**config.mk**
```make
export PLATFORM = sky130hd
export DESIGN_NAME = fp_mul_exc_unit
export DESIGN_NICKNAME = d
export VERILOG_FILES = /design/src/rtl/fp_pkg.sv /design/src/rtl/fp_mul_exc_classify.sv /design/src/rtl/fp_mul_exc_unit.sv
export SDC_FILE = /design/constraint.sdc
export NUM_CORES = 1
export LEC_CHECK = 0
export BUFFER_PORTS_ARGS = -buffer_cell sky130_fd_sc_hd__buf_2
export CAP_MARGIN = 20
export CORE_ASPECT_RATIO = 0.75
export CORE_MARGIN = 3
export CORE_UTILIZATION = 33
export CTS_CLUSTER_SIZE = 10
export DETAILED_ROUTE_END_ITERATION = 8
export PLACE_DENSITY = 0.83
export SLEW_MARGIN = 20
export SYNTH_ARGS = -nofsm -noshare
export SYNTH_HDL_FRONTEND = slang
export SYNTH_SLANG_ARGS = --single-unit
```
**constraint.sdc**
```tcl
create_clock -name clk -period 1.3 [get_ports clk]
set_input_delay 0.26 -clock clk [delete_from_list [all_inputs] [get_ports clk]]
set_output_delay 0.26 -clock clk [all_outputs]
set_load 0.005 [all_outputs]
```
**src/rtl/fp_pkg.sv**
```systemverilog
// Shared constants, inter-stage bundle and helpers for the
// floating-point multiply exception unit.
package fp_pkg;

   localparam int B16_EXP_W = 5;
   localparam int B16_MAN_W = 10;
   localparam int B32_EXP_W = 8;
   localparam int B32_MAN_W = 23;
   localparam int B64_EXP_W = 11;
   localparam int B64_MAN_W = 52;

   localparam int INV = 2;
   localparam int OVF = 1;
   localparam int ZRO = 0;

   localparam int PAT_W = 64;

   typedef struct packed {
      logic x_zero;
      logic x_inf;
      logic x_nan;
      logic y_zero;
      logic y_inf;
      logic y_nan;
      logic ez_ovf;
      logic ovf_case;
      logic sz;
   } s1_t;

   function automatic logic [PAT_W-1:0] qnan_pat(
      input int exp_w,
      input int man_w
   );
      logic [PAT_W-1:0] r;
      r = '0;
      for (int i = 0; i < exp_w; i++)
         r[man_w+i] = 1'b1;
      r[man_w-1] = 1'b1;
      return r;
   endfunction

endpackage

```
**src/rtl/fp_mul_exc_classify.sv**
```systemverilog
// Operand classifier: zero, infinity and NaN detection
// from the exponent and stored mantissa fields.
module fp_classify
   import fp_pkg::*;
#(
   parameter int EXP_W = B32_EXP_W,
   parameter int MAN_W = B32_MAN_W
) (
   input  logic [EXP_W-1:0] expo,
   input  logic [MAN_W-1:0] man,
   output logic             is_zero,
   output logic             is_inf,
   output logic             is_nan
);

   logic exp_zero;
   logic exp_ones;
   logic man_zero;

   assign exp_zero = (expo == '0);
   assign exp_ones = &expo;
   assign man_zero = (man == '0);

   assign is_zero = exp_zero & man_zero;
   assign is_inf  = exp_ones & man_zero;
   assign is_nan  = exp_ones & ~man_zero;

endmodule

```
**src/rtl/fp_mul_exc_unit.sv**
```systemverilog
// Two-stage exception/special-result unit for an FP multiplier.
// Optional sticky flag register: FP_MUL_EXC_STICKY_EN.
module fp_mul_exc_unit
   import fp_pkg::*;
#(
   parameter int EXP_W = B32_EXP_W,
   parameter int MAN_W = B32_MAN_W
) (
   input  logic                   clk,
   input  logic                   rst_n,
   input  logic                   in_valid,
   output logic                   in_ready,
   input  logic                   sx,
   input  logic                   sy,
   input  logic [EXP_W-1:0]       ex,
   input  logic [EXP_W-1:0]       ey,
   input  logic [EXP_W-1:0]       ez,
   input  logic [MAN_W-1:0]       mx,
   input  logic [MAN_W-1:0]       my,
   input  logic [MAN_W:0]         mz,
   input  logic                   ovf_case,
   input  logic                   flag_clr,
   output logic                   out_valid,
   input  logic                   out_ready,
   output logic                   invalid_flag,
   output logic                   overflow_flag,
   output logic                   zero_flag,
   output logic                   special_vld,
   output logic [EXP_W+MAN_W:0]   special_res,
   output logic [2:0]             sticky_flags
);

   localparam int W = 1 + EXP_W + MAN_W;
   localparam logic [PAT_W-1:0] QNAN_FULL = qnan_pat(EXP_W, MAN_W);
   localparam logic [W-1:0] QNAN = QNAN_FULL[W-1:0];

   logic x_zero, x_inf, x_nan;
   logic y_zero, y_inf, y_nan;

   s1_t        s1_d;
   s1_t        s1;
   logic       v1;
   logic       v2;
   logic       adv1;
   logic       adv2;
   logic       xfer;
   logic [2:0] flags_c;
   logic [2:0] flags2;
   logic [W-1:0] res_c;
   logic [W-1:0] res2;

   fp_classify #(.EXP_W(EXP_W), .MAN_W(MAN_W)) u_cls_x (
      .expo    (ex),
      .man     (mx),
      .is_zero (x_zero),
      .is_inf  (x_inf),
      .is_nan  (x_nan)
   );

   fp_classify #(.EXP_W(EXP_W), .MAN_W(MAN_W)) u_cls_y (
      .expo    (ey),
      .man     (my),
      .is_zero (y_zero),
      .is_inf  (y_inf),
      .is_nan  (y_nan)
   );

   assign adv2     = ~v2 | out_ready;
   assign adv1     = ~v1 | adv2;
   assign in_ready = adv1;
   assign xfer     = v2 & out_ready;

   assign s1_d.x_zero   = x_zero;
   assign s1_d.x_inf    = x_inf;
   assign s1_d.x_nan    = x_nan;
   assign s1_d.y_zero   = y_zero;
   assign s1_d.y_inf    = y_inf;
   assign s1_d.y_nan    = y_nan;
   assign s1_d.ez_ovf   = (&ez) & (mz == '0);
   assign s1_d.ovf_case = ovf_case;
   assign s1_d.sz       = sx ^ sy;

   // Stage 1: capture classification bits on acceptance
   always_ff @(posedge clk or negedge rst_n) begin
      if (!rst_n) begin
         v1 <= 1'b0;
         s1 <= '0;
      end else if (adv1) begin
         v1 <= in_valid;
         if (in_valid)
            s1 <= s1_d;
      end
   end

   // Flag priority inv > ovf > zro and the matching canonical result
   always_comb begin
      flags_c = '0;
      res_c   = '0;
      flags_c[INV] = (s1.x_zero & s1.y_inf) | (s1.x_inf & s1.y_zero)
                   | s1.x_nan | s1.y_nan;
      flags_c[OVF] = ~flags_c[INV]
                   & (s1.ez_ovf | (s1.x_inf & ~s1.y_zero)
                   | (~s1.x_zero & s1.y_inf) | s1.ovf_case);
      flags_c[ZRO] = ~flags_c[INV] & ~flags_c[OVF]
                   & ((s1.x_zero & ~s1.y_inf)
                   | (~s1.x_inf & s1.y_zero));
      unique case (1'b1)
         flags_c[INV]: res_c = QNAN;
         flags_c[OVF]: res_c = {s1.sz, {EXP_W{1'b1}}, {MAN_W{1'b0}}};
         flags_c[ZRO]: res_c = {s1.sz, {(EXP_W+MAN_W){1'b0}}};
         default:      res_c = '0;
      endcase
   end

   // Stage 2: register flags and special result, hold under backpressure
   always_ff @(posedge clk or negedge rst_n) begin
      if (!rst_n) begin
         v2     <= 1'b0;
         flags2 <= '0;
         res2   <= '0;
      end else if (adv2) begin
         v2 <= v1;
         if (v1) begin
            flags2 <= flags_c;
            res2   <= res_c;
         end
      end
   end

   assign out_valid     = v2;
   assign invalid_flag  = flags2[INV];
   assign overflow_flag = flags2[OVF];
   assign zero_flag     = flags2[ZRO];
   assign special_vld   = |flags2;
   assign special_res   = res2;

`ifdef FP_MUL_EXC_STICKY_EN
   logic [2:0] sticky_q;

   // Clear first, then OR in the flags of a result leaving this cycle
   always_ff @(posedge clk or negedge rst_n) begin
      if (!rst_n)
         sticky_q <= '0;
      else if (flag_clr)
         sticky_q <= xfer ? flags2 : 3'b000;
      else if (xfer)
         sticky_q <= sticky_q | flags2;
   end

   assign sticky_flags = sticky_q;
`else
   logic unused_sticky_in;
   assign unused_sticky_in = flag_clr ^ xfer;
   assign sticky_flags     = 3'b000;
`endif

endmodule
```
=== Word level (Yosys, flattened, before mapping) ===
Index checks and enable logic that the tools add are counted.
W data, S select, Z words.

* Register bits after elaboration: 46
* Input bits: 102
* Output and inout port bits: 41
* Word-level logic and storage cells: 61

* Muxes and demuxes: 1
* Bitwise logic cells: 36
* Reduce and logical (&&, ||, !) cells: 11

{| class="wikitable"
|+ Operator list
! kind !! count
|-
| $pmux W32 S3 || 1
|-
| $logic_not A23 Y1 || 2
|-
| $logic_not A24 Y1 || 1
|-
| $reduce_and A8 Y1 || 3
|-
| $and A1 B1 Y1 || 16
|-
| $logic_not A8 Y1 || 2
|-
| $not A1 Y1 || 10
|-
| $or A1 B1 Y1 || 9
|-
| $reduce_and A2 Y1 || 2
|-
| $reduce_or A3 Y1 || 1
|-
| $xor A1 B1 Y1 || 1
|}

=== Logic depth before layout (Yosys ltp) ===
Gate-level depths: netlist (run 1).

* Depth in word-level cells: 10
* Mapped depth: 5
* Mapped depth without buffers: 4

=== Cells and area by module ===
Synthesis (run 1) repeated with hierarchy kept, for this count alone.

* Cell total of the unflattened synthesis: 134
* Area total of the unflattened synthesis: 1228.7 um^2

{| class="wikitable"
|+ Modules (own cells, without submodules)
! module !! times used !! cells an instance !! area an instance (um^2) !! seq. area each (um^2)
|-
| fp_mul_exc_unit || 1 || 100 || 1013.5 || 400.4
|-
| fp_classify || 2 || 17 || 107.6 || 0.0
|}

=== Worst setup path after synthesis (run 1) ===
OpenSTA, ideal clock, no wires.

* Path kind: in2reg
* From: in mz[16]
* To: reg s1[2] (netlist bit)
* Setup time: 0.076 ns
* Arrival: 1.216 ns
* Data required time: 1.224 ns
* Slack: 0.008 ns
* Stages on the path: 4
* Path buffers: 0
* Cells stage by stage: nor4_2 nand4_1 or4_1 o21ai_1

* Word-level cells in the longest chain between the ends: 2

{| class="wikitable"
|+ Ends and longest elaborated chain
! element !! line !! source
|-
| start, declared || fp_mul_exc_unit.sv:20 || <nowiki>input logic [MAN_W:0] mz,</nowiki>
|-
| $logic_not A24 Y1 || fp_mul_exc_unit.sv:79 || <nowiki>assign s1_d.ez_ovf = (&ez) & (mz == '0);</nowiki>
|-
| $and A1 B1 Y1 || fp_mul_exc_unit.sv:79 ||
|-
| end signal, assigned || fp_mul_exc_unit.sv:87 || <nowiki>s1 <= '0;</nowiki>
|-
| end signal, assigned || fp_mul_exc_unit.sv:91 || <nowiki>s1 <= s1_d;</nowiki>
|-
| end, declared || fp_mul_exc_unit.sv:41 || <nowiki>s1_t s1;</nowiki>
|}

Every way passes these cells.
A chain may end at the register's enable or synchronous reset.

=== Worst setup path after layout (run 1) ===
* From: reg flags2[0]
* To: out special_vld

* Word-level cells in the longest chain between the ends: 1

{| class="wikitable"
|+ Ends and longest elaborated chain
! element !! line !! source
|-
| start, declared || fp_mul_exc_unit.sv:48 || <nowiki>logic [2:0] flags2;</nowiki>
|-
| start signal, assigned || fp_mul_exc_unit.sv:124 || <nowiki>flags2 <= flags_c;</nowiki>
|-
| $reduce_or A3 Y1 || fp_mul_exc_unit.sv:134 || <nowiki>assign special_vld = |flags2;</nowiki>
|-
| end, declared || fp_mul_exc_unit.sv:28 || <nowiki>output logic special_vld,</nowiki>
|}

Every way passes these cells.

==> summary.md, run 1 <==
| Metric | Value |
|---|---|
| Setup Skew | `roughly 0.0034 ns` |
| Failing checks | `negative setup slack` |
| Post-synthesis compound-gate area fraction | `9.73%` |
| P_int | `between 0.9 and 1 mW` |
| Final setup TNS | `-0.0621 ns` |
| Hold Crit Depth | `2` |
| CP cell instances | `or3_1 -> buf_2` |
| WL final | `~3.3 mm` |
| Depth of the most critical reg-to-reg path | `4` |
| Hold path start | `in_valid` |
| FF+latch count, synth | `16` |
| Clk buf depth | `2` |
| Worst slack, placed | `-0.184 ns` |
| RSZ-0062 raised after global routing | `yes` |
| Netlist cell types | `26` |
| Setup Crit Path Kind | `reg -> out` |
| N_diodes | `0` |
| Critical path arrival | `between 1 and 1.5 ns` |
| Total CTS buffers | `3` |
| Initial core utilization | `35.3%` |
| PortBufs | `roughly 120` |
| Synth Area per Inst | `around 8.5 µm²` |
| Psw | `0.358 mW` |
| Syn Inst Count | `around 140` |
| Critical path startpoint category | `flop` |
| GP Congestion | `~0.77` |
| Min-Delay Endpoint | `v1` |
| Drt first pass iters | `4` |
| Seq pwr share | `around 42%` |
| Synth Cell Area | `around 1200 µm²` |
| Mux contribution to synthesized area | `less than 1%` |
| Worst reg2reg setup slack | `about 0.1 ns` |
| Max Freq | `between 700 and 800 MHz` |
| Setup crit end kind | `output pin` |
| Final min period | `between 1 and 1.5 ns` |
| Largest family of logic cells by synthesized area | `simple AND/OR/NAND/NOR gates` |
| Layout cells sized above 1 | `between 50% and 60%` |
| Total of max-cap violations | `0` |
| Layout fillers | `approximately 330` |
| CP required | `about 1.0 ns` |
| Die Ht | `just under 60 µm` |
| DP Cell Count | `slightly below 300` |
| Clock power frac | `~27%` |
| Leak pwr | `between 0.9 and 1 nW` |
| Commonest non-fill, non-tap cells in the layout | `116 x buf_2, 25 x conb_1, 19 x nand2_1` |
| Clock Sink Count | `16` |
| Via/cell ratio | `around 4.6` |
| Largest net degree at the start of global routing | `17` |
| Core Region | `~3400 µm²` |
| Synth Area in XOR/XNOR | `less than 1%` |
| Status | `complete, but fails checks` |
| Area delta synth->final | `51.1%` |
| Most common library cell in the layout ignoring fill and taps | `buf_2` |
| First-pass GRT wire length | `between 4 and 5 mm` |
| Synthesized-area fraction occupied by adder cells | `0%` |
| Final setup viols | `1` |
| CTS tree | `built` |
| Clock Latency Late Sink | `between 0.2 and 0.3 ns` |
| R2R Path End | `s1[3]` |
| Final worst-path cycle share | `105%` |
| Layout Nets | `approximately 360` |
| DRC violations left | `0` |
| RR Startpoint | `v1` |
| Cell Rows | `18` |
| Critical path peak fanout | `2` |
| GRT overflow | `0` |
| Gate power share | `between 30% and 40%` |
| Sw frac | `a little over a quarter` |
| CP max stage cell | `dfrtp_1` |
| DIE AREA | `4350 µm²` |
| # H-tree levels | `1` |
| Gr usage total | `14.1%` |
| Synth warn | `0` |
| HPWL after detailed placement | `2.91 mm` |
| Max Slew Vio Count | `0` |
| Worst vdd ir | `roughly 310 µV` |
| Clk root buf | `clkbuf_8` |
| Die X | `around 75 µm` |
| Avg WL per Cell | `~11 µm` |
| PwrDens | `737 nW/µm²` |
| ANT nets after route | `0` |
| Worst-path clk slew | `0.05 ns` |
| Non-Filler Instances | `around 300` |
| Final Hold Fails | `0` |
| Slowest Stage Delay on Critical Path | `0.38 ns` |
| Vias in the first global route | `approximately 1200` |
| Initial drt markers | `24` |
| HP Class | `in -> reg` |
| Final WS setup | `-0.0621 ns` |
| Simple logic cell fraction of the synthesized area | `between 30% and 40%` |
| Via count | `between 1000 and 1500` |
| Ports | `between 100 and 150` |
| Initial antenna violation count | `0` |
| Sequential share of the synthesized area | `33.8%` |
cells in the mapped netlist:
library cell | instances | area share (%)
a22o_1 | 5 | 3.7
and3_1 | 1 | 0.53
and4_1 | 1 | 0.74
buf_2 | 1 | 0.42
buf_4 | 33 | 21
conb_1 | 1 | 0.32
dfrtp_1 | 16 | 34
inv_1 | 2 | 0.63
mux2_1 | 1 | 0.95
nand2_1 | 19 | 6.0
nand2b_1 | 3 | 1.6
nand3b_1 | 1 | 0.63
nand4_1 | 8 | 4.2
nand4b_1 | 1 | 0.74
nor2_1 | 7 | 2.2
nor3_1 | 4 | 1.7
nor4_1 | 15 | 7.9
nor4_2 | 4 | 4.2
nor4b_1 | 1 | 0.74
o21ai_0 | 1 | 0.42
o21ai_1 | 8 | 3.4
o311ai_1 | 1 | 0.74
o41ai_1 | 2 | 1.5
or3_1 | 1 | 0.53
or4_1 | 1 | 0.63
xnor2_1 | 1 | 0.74
through the flow:
stage | hold WS, ns | util [%] | total power, mW | cell area [µm²]
finish | 0.222 | 53.3 | 1.32 | 1790
global route | 0.234 | 53.3 | 1.42 | 1790
CTS | 0.217 | 52.3 | 1.34 | 1760
detailed placement | 0.191 | 50.1 | 0.952 | 1680
global placement | 0.185 | 50.1 | 0.938 | 1680
floorplan | -0.0356 | - | 0.800 | 1270
metal layers:
| layer | wire [µm] | track usage, % | vias up |
|---|---|---|---|
| met4 | 23 | 5.24 | 0 |
| met2 | 1780 | 25.2 | 68 |
| met5 | 0 | 0 | - |
| met3 | 288 | 3.81 | 5 |
| met1 | 1180 | 16.0 | 594 |
| li1 | - | - | 693 |
power groups by stage:
stage                     Clock (mW)  Sequential (mW)  Combinational (mW)
final                          0.358            0.559               0.401
after CTS                      0.380            0.559               0.396
after floorplan                    0            0.570               0.230
after detailed placement           0            0.570               0.381
after global routing           0.396            0.564               0.458
after global placement             0            0.567               0.371
what timing repair did:
| action | CTS | global route |
|---|---|---|
| cloned | 0 | 0 |
| pin swaps | 1 | 2 |
| endpoints found under the setup margin | 1 | 3 |
| endpoints found under the hold margin | 16 | 0 |
| buffers inserted | 3 | 1 |
| resized for setup | 0 | 3 |
| hold buffers | 1 | 0 |
flip-flops by register name, summed over array words and instances (netlist names):
name	count
special_res	3
s1	9
flags2	2
out_valid	1
v1	1
worst max-delay path, delay by kind of cell (launching register included):
family | cells | cell delay [ns]
flip-flops | 1 | 0.38
AND/OR/NAND/NOR | 1 | 0.35
buffers and inverters | 1 | 0.13
cell type report:
| cell class | instances | area, µm² | area share (%) |
|---|---|---|---|
| well taps | 40 | 50.0 | 2.80 |
| multi-input cells | 111 | 638 | 35.7 |
| flip-flops and latches | 16 | 400 | 22.4 |
| clock buffers | 3 | 41.3 | 2.31 |
| repair buffers | 125 | 651 | 36.4 |
| inverters | 2 | 7.51 | 0.420 |
cell families (layout without fill, tap and decap cells):
kind of cell / after synthesis / after routing
mux: 1 / 1
other cells: 1 / 25
xor+xnor: 1 / 1
simple gates: 67 / 67
compound gates: 17 / 17
buf+inv: 36 / 130
flops: 16 / 16
how the worst max path moves through the flow:
stage / from / to / slack (ns)
after floorplan: mz[16] / s1[2] / 0.008
after global placement: mz[9] / s1[2] / -0.14
after detailed placement: mz[9] / s1[2] / -0.18
after CTS: special_res[22] / special_vld / -0.07
after global routing: flags2[0] / special_vld / -0.10
final: flags2[0] / special_vld / -0.06
Power figures use the tool's default switching activity.
==> run 2, diff against run 1 <==
- CORE_UTILIZATION: 33 -> 34
- CTS_BUF_LIST: unset -> sky130_fd_sc_hd__clkbuf_8
- PLACE_DENSITY: 0.83 -> 0.85
==> summary.md, run 2 (synthesized netlist as in run 1, its figures left out) <==
| Metric | Value |
|---|---|
| Leak pwr | `0.925 nW (-0.98%)` |
| HPWL after detailed placement | `2.92 mm (+0.27%)` |
| Total power | `1.32 mW (+0.15%)` |
| Core Region | `3130 µm² (-6.8%)` |
| Final WS setup | `-0.0635 ns (-0.00144 ns)` |
| Max reg flops | `9 (unchanged)` |
| Critical path arrival | `1.10 ns (about the same)` |
| Setup Skew | `0.00239 ns (-0.00105 ns)` |
| Final setup viols | `1 (unchanged)` |
| Gr usage total | `14.1% (+0.024 points)` |
| PwrDens | `742 nW/µm² (+0.64%)` |
| Layout fillers | `301 (-8.2%)` |
| Avg WL per Cell | `11.3 µm (+2.8%)` |
| Critical path's top delay family | `flip-flops` |
| Setup crit end kind | `output pin` |
| CTS tree | `built` |
| Critical path startpoint category | `flop` |
| Layout Nets | `358 (-0.83%)` |
| Die X | `74.1 µm (-1.4%)` |
| Clock Sink Count | `16 (unchanged)` |
| Max Slew Vio Count | `0 (unchanged)` |
| HP Class | `in -> reg` |
| CP max stage cell | `dfrtp_1` |
| Die Ht | `57.1 µm (-1.3%)` |
| Worst vdd ir | `390 µV (+26%)` |
| GP Congestion | `0.766 (about the same)` |
| Critical path peak fanout | `2 (unchanged)` |
| Final min period | `1.36 ns (+0.00144 ns)` |
| Clk root buf | `clkbuf_8` |
| Ports | `143 (unchanged)` |
| CP cell instances | `or3_1 -> buf_2` |
| # H-tree levels | `1 (unchanged)` |
| Worst path buffer plus inverter count | `1 (unchanged)` |
| Slowest Stage Delay on Critical Path | `0.37 ns (about the same)` |
| Clock Latency Late Sink | `0.24 ns (about the same)` |
| Via/cell ratio | `4.61 (+0.74%)` |
| Final worst-path cycle share | `105% (+0.11 points)` |
| Largest net degree at the start of global routing | `17 (unchanged)` |
| ANT nets after route | `0 (unchanged)` |
| Most common library cell in the layout ignoring fill and taps | `buf_2` |
| GRT overflow | `0 (unchanged)` |
| First-pass GRT wire length | `4.93 mm (+2.4%)` |
| Max Freq | `733 MHz (-0.11%)` |
| Worst-path clk slew | `0.06 ns (about the same)` |
| CP required | `1.04 ns (about the same)` |
| Cell Rows | `17 (-1)` |
| PortBufs | `116 (unchanged)` |
| Drt first pass iters | `4 (unchanged)` |
| Initial core utilization | `37.9% (+2.6 points)` |
| Layout cells sized above 1 | `52.4% (+1.0 points)` |
| DRC violations left | `0 (unchanged)` |
| Final hold slack | `0.214 ns (-0.00858 ns)` |
| DIE AREA | `4230 µm² (-2.7%)` |
| N_diodes | `0 (unchanged)` |
| Commonest non-fill, non-tap cells in the layout | `116 x buf_2, 25 x conb_1, 19 x nand2_1` |
| Failing checks | `negative setup slack` |
| Setup Crit Path Kind | `reg -> out` |
| WL final | `3.31 mm (+1.1%)` |
| Clk buf depth | `2 (unchanged)` |
| Vias in the first global route | `1247 (+3.5%)` |
| Status | `complete, but fails checks` |
| Final Hold Fails | `0 (unchanged)` |
| Initial antenna violation count | `0 (unchanged)` |
| Via count | `1347 (-0.96%)` |
| Area delta synth->final | `50.3%` |
| RSZ-0062 raised after global routing | `yes` |
| Largest Register | `s1` |
| Total CTS buffers | `3 (unchanged)` |
| Initial drt markers | `36 (+50%)` |
| Total of max-cap violations | `0 (unchanged)` |
-- run 2: cell types whose count changed in the layout (fill, tap and decap cells not counted), sizes merged --
cell and delta:
buf -3
-- run 2: cell type report --
cell class	instances	area [µm²]	share of cell area [%]
Timing Repair Buffer	122	628	35.3
Tap cell	38	47.5	2.67
Clock buffer	3	41.3	2.32
Multi-Input combinational cell	111	654	36.8
Inverter	2	7.51	0.422
Sequential cell	16	400	22.5
-- run 2: timing repair --
action | CTS | global route
cloned | 0 | 0
hold buffers | 1 | 0
buffers inserted | 2 | 0
setup endpoints to repair | 2 | 3
endpoints found under the hold margin | 16 | 0
gates resized for setup | 1 | 5
pin swaps | 1 | 4
-- run 2: routing by layer --
metal	track usage [%]	vias to the layer above	part of all wire, %
li1	-	684	-
met1	16.0	591	37
met3	3.35	2	8.8
met5	0	-	0
met2	27.7	70	54
met4	0.775	0	0.21
-- run 2: power breakdown --
group | internal, mW | switching, mW
registers | 0.532 | 0.0261
logic | 0.219 | 0.178
clock network | 0.205 | 0.159
-- run 2: path summary, 6_finish.rpt --
| kind | from | to | slack [ns] | cells after the start |
|---|---|---|---|---|
| max | flags2[1] | special_vld | -0.06 | 2 |
| min | in_valid | v1 | 0.21 | 2 |
| max reg2reg | out_valid | s1[3] | 0.07 | 4 |
| min reg2reg | s1[6] | s1[6] | 0.48 | 2 |
| max in group asynchronous | rst_n | s1[4] | 0.59 | 2 |
| min in group asynchronous | rst_n | special_res[22] | 0.45 | 2 |
-- run 2: worst reg2reg max path: stages, from the launching register on --
cell      delay (ns)
dfrtp_1         0.40
nand3b_1        0.12
nand2_1         0.10
buf_4           0.17
o41ai_2         0.34
-- run 2: per-stage QoR --
step / utilization [%] / std cells / area (µm²) / setup slack (ns) / TNS, ns
final: 56.9 / 292 / 1780 / -0.0635 / -0.0635
after global routing: 56.9 / 292 / 1780 / -0.0897 / -0.0897
after CTS: 55.8 / 292 / 1750 / -0.0620 / -0.0620
after detailed placement: 53.5 / 286 / 1670 / -0.205 / -0.205
after global placement: 53.5 / 286 / 1670 / -0.144 / -0.144
after floorplan: - / 163 / 1270 / 0.00751 / 0
==> run 3, diff against run 2 <==
- PLACE_DENSITY: 0.85 -> 0.84
- SYNTH_HIERARCHICAL: unset -> 1
==> summary.md, run 3 <==
| Metric | Value |
|---|---|
| Setup Skew | `0.00185 ns (-0.000541 ns)` |
| Worst reg2reg setup slack | `0.03 ns (-0.04 ns)` |
| N_diodes | `0 (unchanged)` |
| CP cell instances | `or3_1 -> buf_2` |
| WL final | `3.20 mm (-3.4%)` |
| Synth warn | `6 (+6)` |
| Setup Crit Path Kind | `reg -> out` |
| Worst vdd ir | `391 µV (+0.36%)` |
| PwrDens | `734 nW/µm² (-1.0%)` |
| Avg WL per Cell | `11.0 µm (-3.4%)` |
| R2R Path End | `special_res[30]` |
| Sequential Area | `400 µm² (unchanged)` |
| Slowest Stage Delay on Critical Path | `0.37 ns (about the same)` |
| DIE AREA | `4380 µm² (+3.4%)` |
| Synth Cell Area | `1230 µm² (+3.8%)` |
| Clock Latency Late Sink | `0.24 ns (about the same)` |
| Die X | `75.4 µm (+1.7%)` |
| GP Congestion | `0.790 (+3.2%)` |
| # H-tree levels | `1 (unchanged)` |
| GRT overflow | `0 (unchanged)` |
| Final min period | `1.35 ns (-0.0108 ns)` |
| Final Hold Fails | `0 (unchanged)` |
| PortBufs | `116 (unchanged)` |
| Initial core utilization | `36.4% (-1.5 points)` |
| Leak pwr | `0.974 nW (+5.3%)` |
| Cell Area, Placed | `1770 µm² (+5.6%)` |
| Setup crit end kind | `output pin` |
| Non-Filler Instances | `292 (unchanged)` |
| Final worst-path cycle share | `104% (-0.83 points)` |
| Cell Rows | `18 (+1)` |
| FF+latch count, synth | `16 (unchanged)` |
| Ports | `143 (unchanged)` |
| Sequential share of the synthesized area | `32.6% (-1.2 points)` |
| Via count | `1369 (+1.6%)` |
| Worst-path clk slew | `0.06 ns (about the same)` |
| Max Slew Vio Count | `0 (unchanged)` |
| Total CTS buffers | `3 (unchanged)` |
| Gr usage total | `14.2% (+0.033 points)` |
| Netlist cell types | `31 (+19%)` |
| Clock Sink Count | `16 (unchanged)` |
| Yosys top cell by area | `dfrtp_1` |
| Failing checks | `negative setup slack` |
| HPWL after detailed placement | `2.96 mm (+1.4%)` |
| Layout Nets | `356 (-0.56%)` |
| Drt first pass iters | `3 (-1)` |
| Largest cells by area after synthesis | `dfrtp_1 33%, buf_4 20%, nor4_1 6.6%` |
| Initial drt markers | `14 (-61%)` |
| Post-synth top area share | `32.6% (-1.2 points)` |
| Hold path start | `in_valid` |
| Layout fillers | `312 (+3.7%)` |
| Die Ht | `58.1 µm (+1.7%)` |
| Top-count cell post-synth | `buf_4` |
| Clk buf depth | `2 (unchanged)` |
| Commonest cells in the netlist | `33 x buf_4, 16 x dfrtp_1, 14 x nand2_1, 13 x nor4_1, 8 x nand4_1` |
| Synth Area per Inst | `9.17 µm² (+7.7%)` |
| Most common library cell in the layout ignoring fill and taps | `buf_2` |
| Number of flops mapped to enable cells by yosys | `0 (unchanged)` |
| Layout cells sized above 1 | `57.1% (+4.8 points)` |
| Syn Inst Count | `134 (-3.6%)` |
| Worst slack, placed | `-0.212 ns (-0.00716 ns)` |
| Critical path peak fanout | `2 (unchanged)` |
| Depth of the most critical reg-to-reg path | `4 (unchanged)` |
| Max Freq | `739 MHz (+0.80%)` |
| DRC violations left | `0 (unchanged)` |
| Total of max-cap violations | `0 (unchanged)` |
| Clk root buf | `clkbuf_8` |
| ANT nets after route | `0 (unchanged)` |
| Hold Crit Depth | `2 (unchanged)` |
| Status | `complete, but fails checks` |
| HP Class | `in -> reg` |
| First-pass GRT wire length | `5.03 mm (+2.0%)` |
| CTS tree | `built` |
| Min-Delay Endpoint | `v1` |
| Critical path arrival | `1.09 ns (about the same)` |
| Largest Register | `s1` |
| Critical path startpoint category | `flop` |
| CP max stage cell | `dfrtp_1` |
| Final setup viols | `1 (unchanged)` |
| CP required | `1.04 ns (about the same)` |
| Via/cell ratio | `4.69 (+1.6%)` |
| Vias in the first global route | `1312 (+5.2%)` |
| Max reg flops | `9 (unchanged)` |
| Commonest non-fill, non-tap cells in the layout | `116 x buf_2, 25 x conb_1, 16 x dfrtp_1` |
| Footprint of the multi-input gates | `673 µm² (+2.9%)` |
| Initial antenna violation count | `0 (unchanged)` |
| Area delta synth->final | `49.4%` |
| Largest net degree at the start of global routing | `17 (unchanged)` |
| DP Cell Count | `287 (+0.35%)` |
| RR Startpoint | `s1[4]` |
| Post-route cell area | `1840 µm² (+3.2%)` |
| Core Region | `3380 µm² (+8.0%)` |
| RSZ-0062 raised after global routing | `yes` |
| Final hold slack | `0.221 ns (+0.00700 ns)` |
| Synth async-reset ratio | `100% (unchanged)` |
| Final WS setup | `-0.0527 ns (+0.0108 ns)` |
| Top FF cell, synth | `dfrtp_1` |
-- run 3: cell types whose count changed after synthesis, sizes merged, moves of 2 or more --
cell / delta
mux2: +7
nor2: -6
a22o: -5
nand2: -5
o21ai: -5
nor3: +2
o21ba: +2
o41ai: -2
or2: +2
-- run 3: per-stage QoR --
| step | TNS, ns | util [%] | power [mW] |
|---|---|---|---|
| after floorplan | 0 | - | 0.833 |
| after global placement | -0.429 | 52.3 | 0.981 |
| after detailed placement | -0.516 | 52.3 | 0.995 |
| after CTS | -0.0652 | 54.0 | 1.37 |
| after global routing | -0.159 | 54.3 | 1.45 |
| final | -0.0527 | 54.3 | 1.35 |
-- run 3: worst max-delay path by stage --
stage / end / depth (start not counted) / from
5_1_grt: special_vld / 2 / flags2[1]
3_3_place_gp: s1[2] / 5 / mz[9]
2_1_floorplan: s1[2] / 4 / mz[16]
4_1_cts: special_vld / 2 / flags2[1]
6_report: special_vld / 2 / flags2[1]
3_5_place_dp: s1[2] / 5 / mz[9]
-- run 3: kinds of logic after synthesis --
kind of cell    count (synthesis)  share of synthesized area [%]
compound gates                 12                           7.33
buf+inv                        36                           21.2
flops                          16                           32.6
other cells                     1                          0.305
simple gates                   60                           30.6
mux                             8                           7.33
xor+xnor                        1                          0.713
-- run 3: metal layers --
| layer | vias to the layer above | wire length [µm] | track usage, % |
|---|---|---|---|
| li1 | 677 | - | - |
| met1 | 628 | 1190 | 16.7 |
| met2 | 62 | 1780 | 26.7 |
| met3 | 2 | 221 | 2.25 |
| met4 | 0 | 16 | 2.99 |
| met5 | - | 0 | 0 |
-- run 3: cell type report --
type                    instances  area share [%]
flip-flops and latches         16            21.8
multi-input cells             106            36.7
inverters                       2           0.409
clock buffers                   3            2.25
well taps                      40            2.73
repair buffers                125            36.1
-- run 3: what timing repair did --
action | CTS | global route
hold buffers | 1 | 0
endpoints found under the hold margin | 16 | 0
resized for setup | 0 | 2
setup endpoints to repair | 1 | 4
buffers inserted | 1 | 0
-- run 3: power breakdown --
group          leakage [nW]  internal (mW)  switching, mW
logic                 0.744          0.254          0.183
clock network        0.0216          0.205          0.144
registers             0.208          0.534         0.0265
-- run 3: critical path: cells and delay by family, from the launching register on --
| kind | cells | cell delay (ns) |
|---|---|---|
| buffers and inverters | 1 | 0.13 |
| DFF | 1 | 0.37 |
| and+or+nand+nor | 1 | 0.35 |
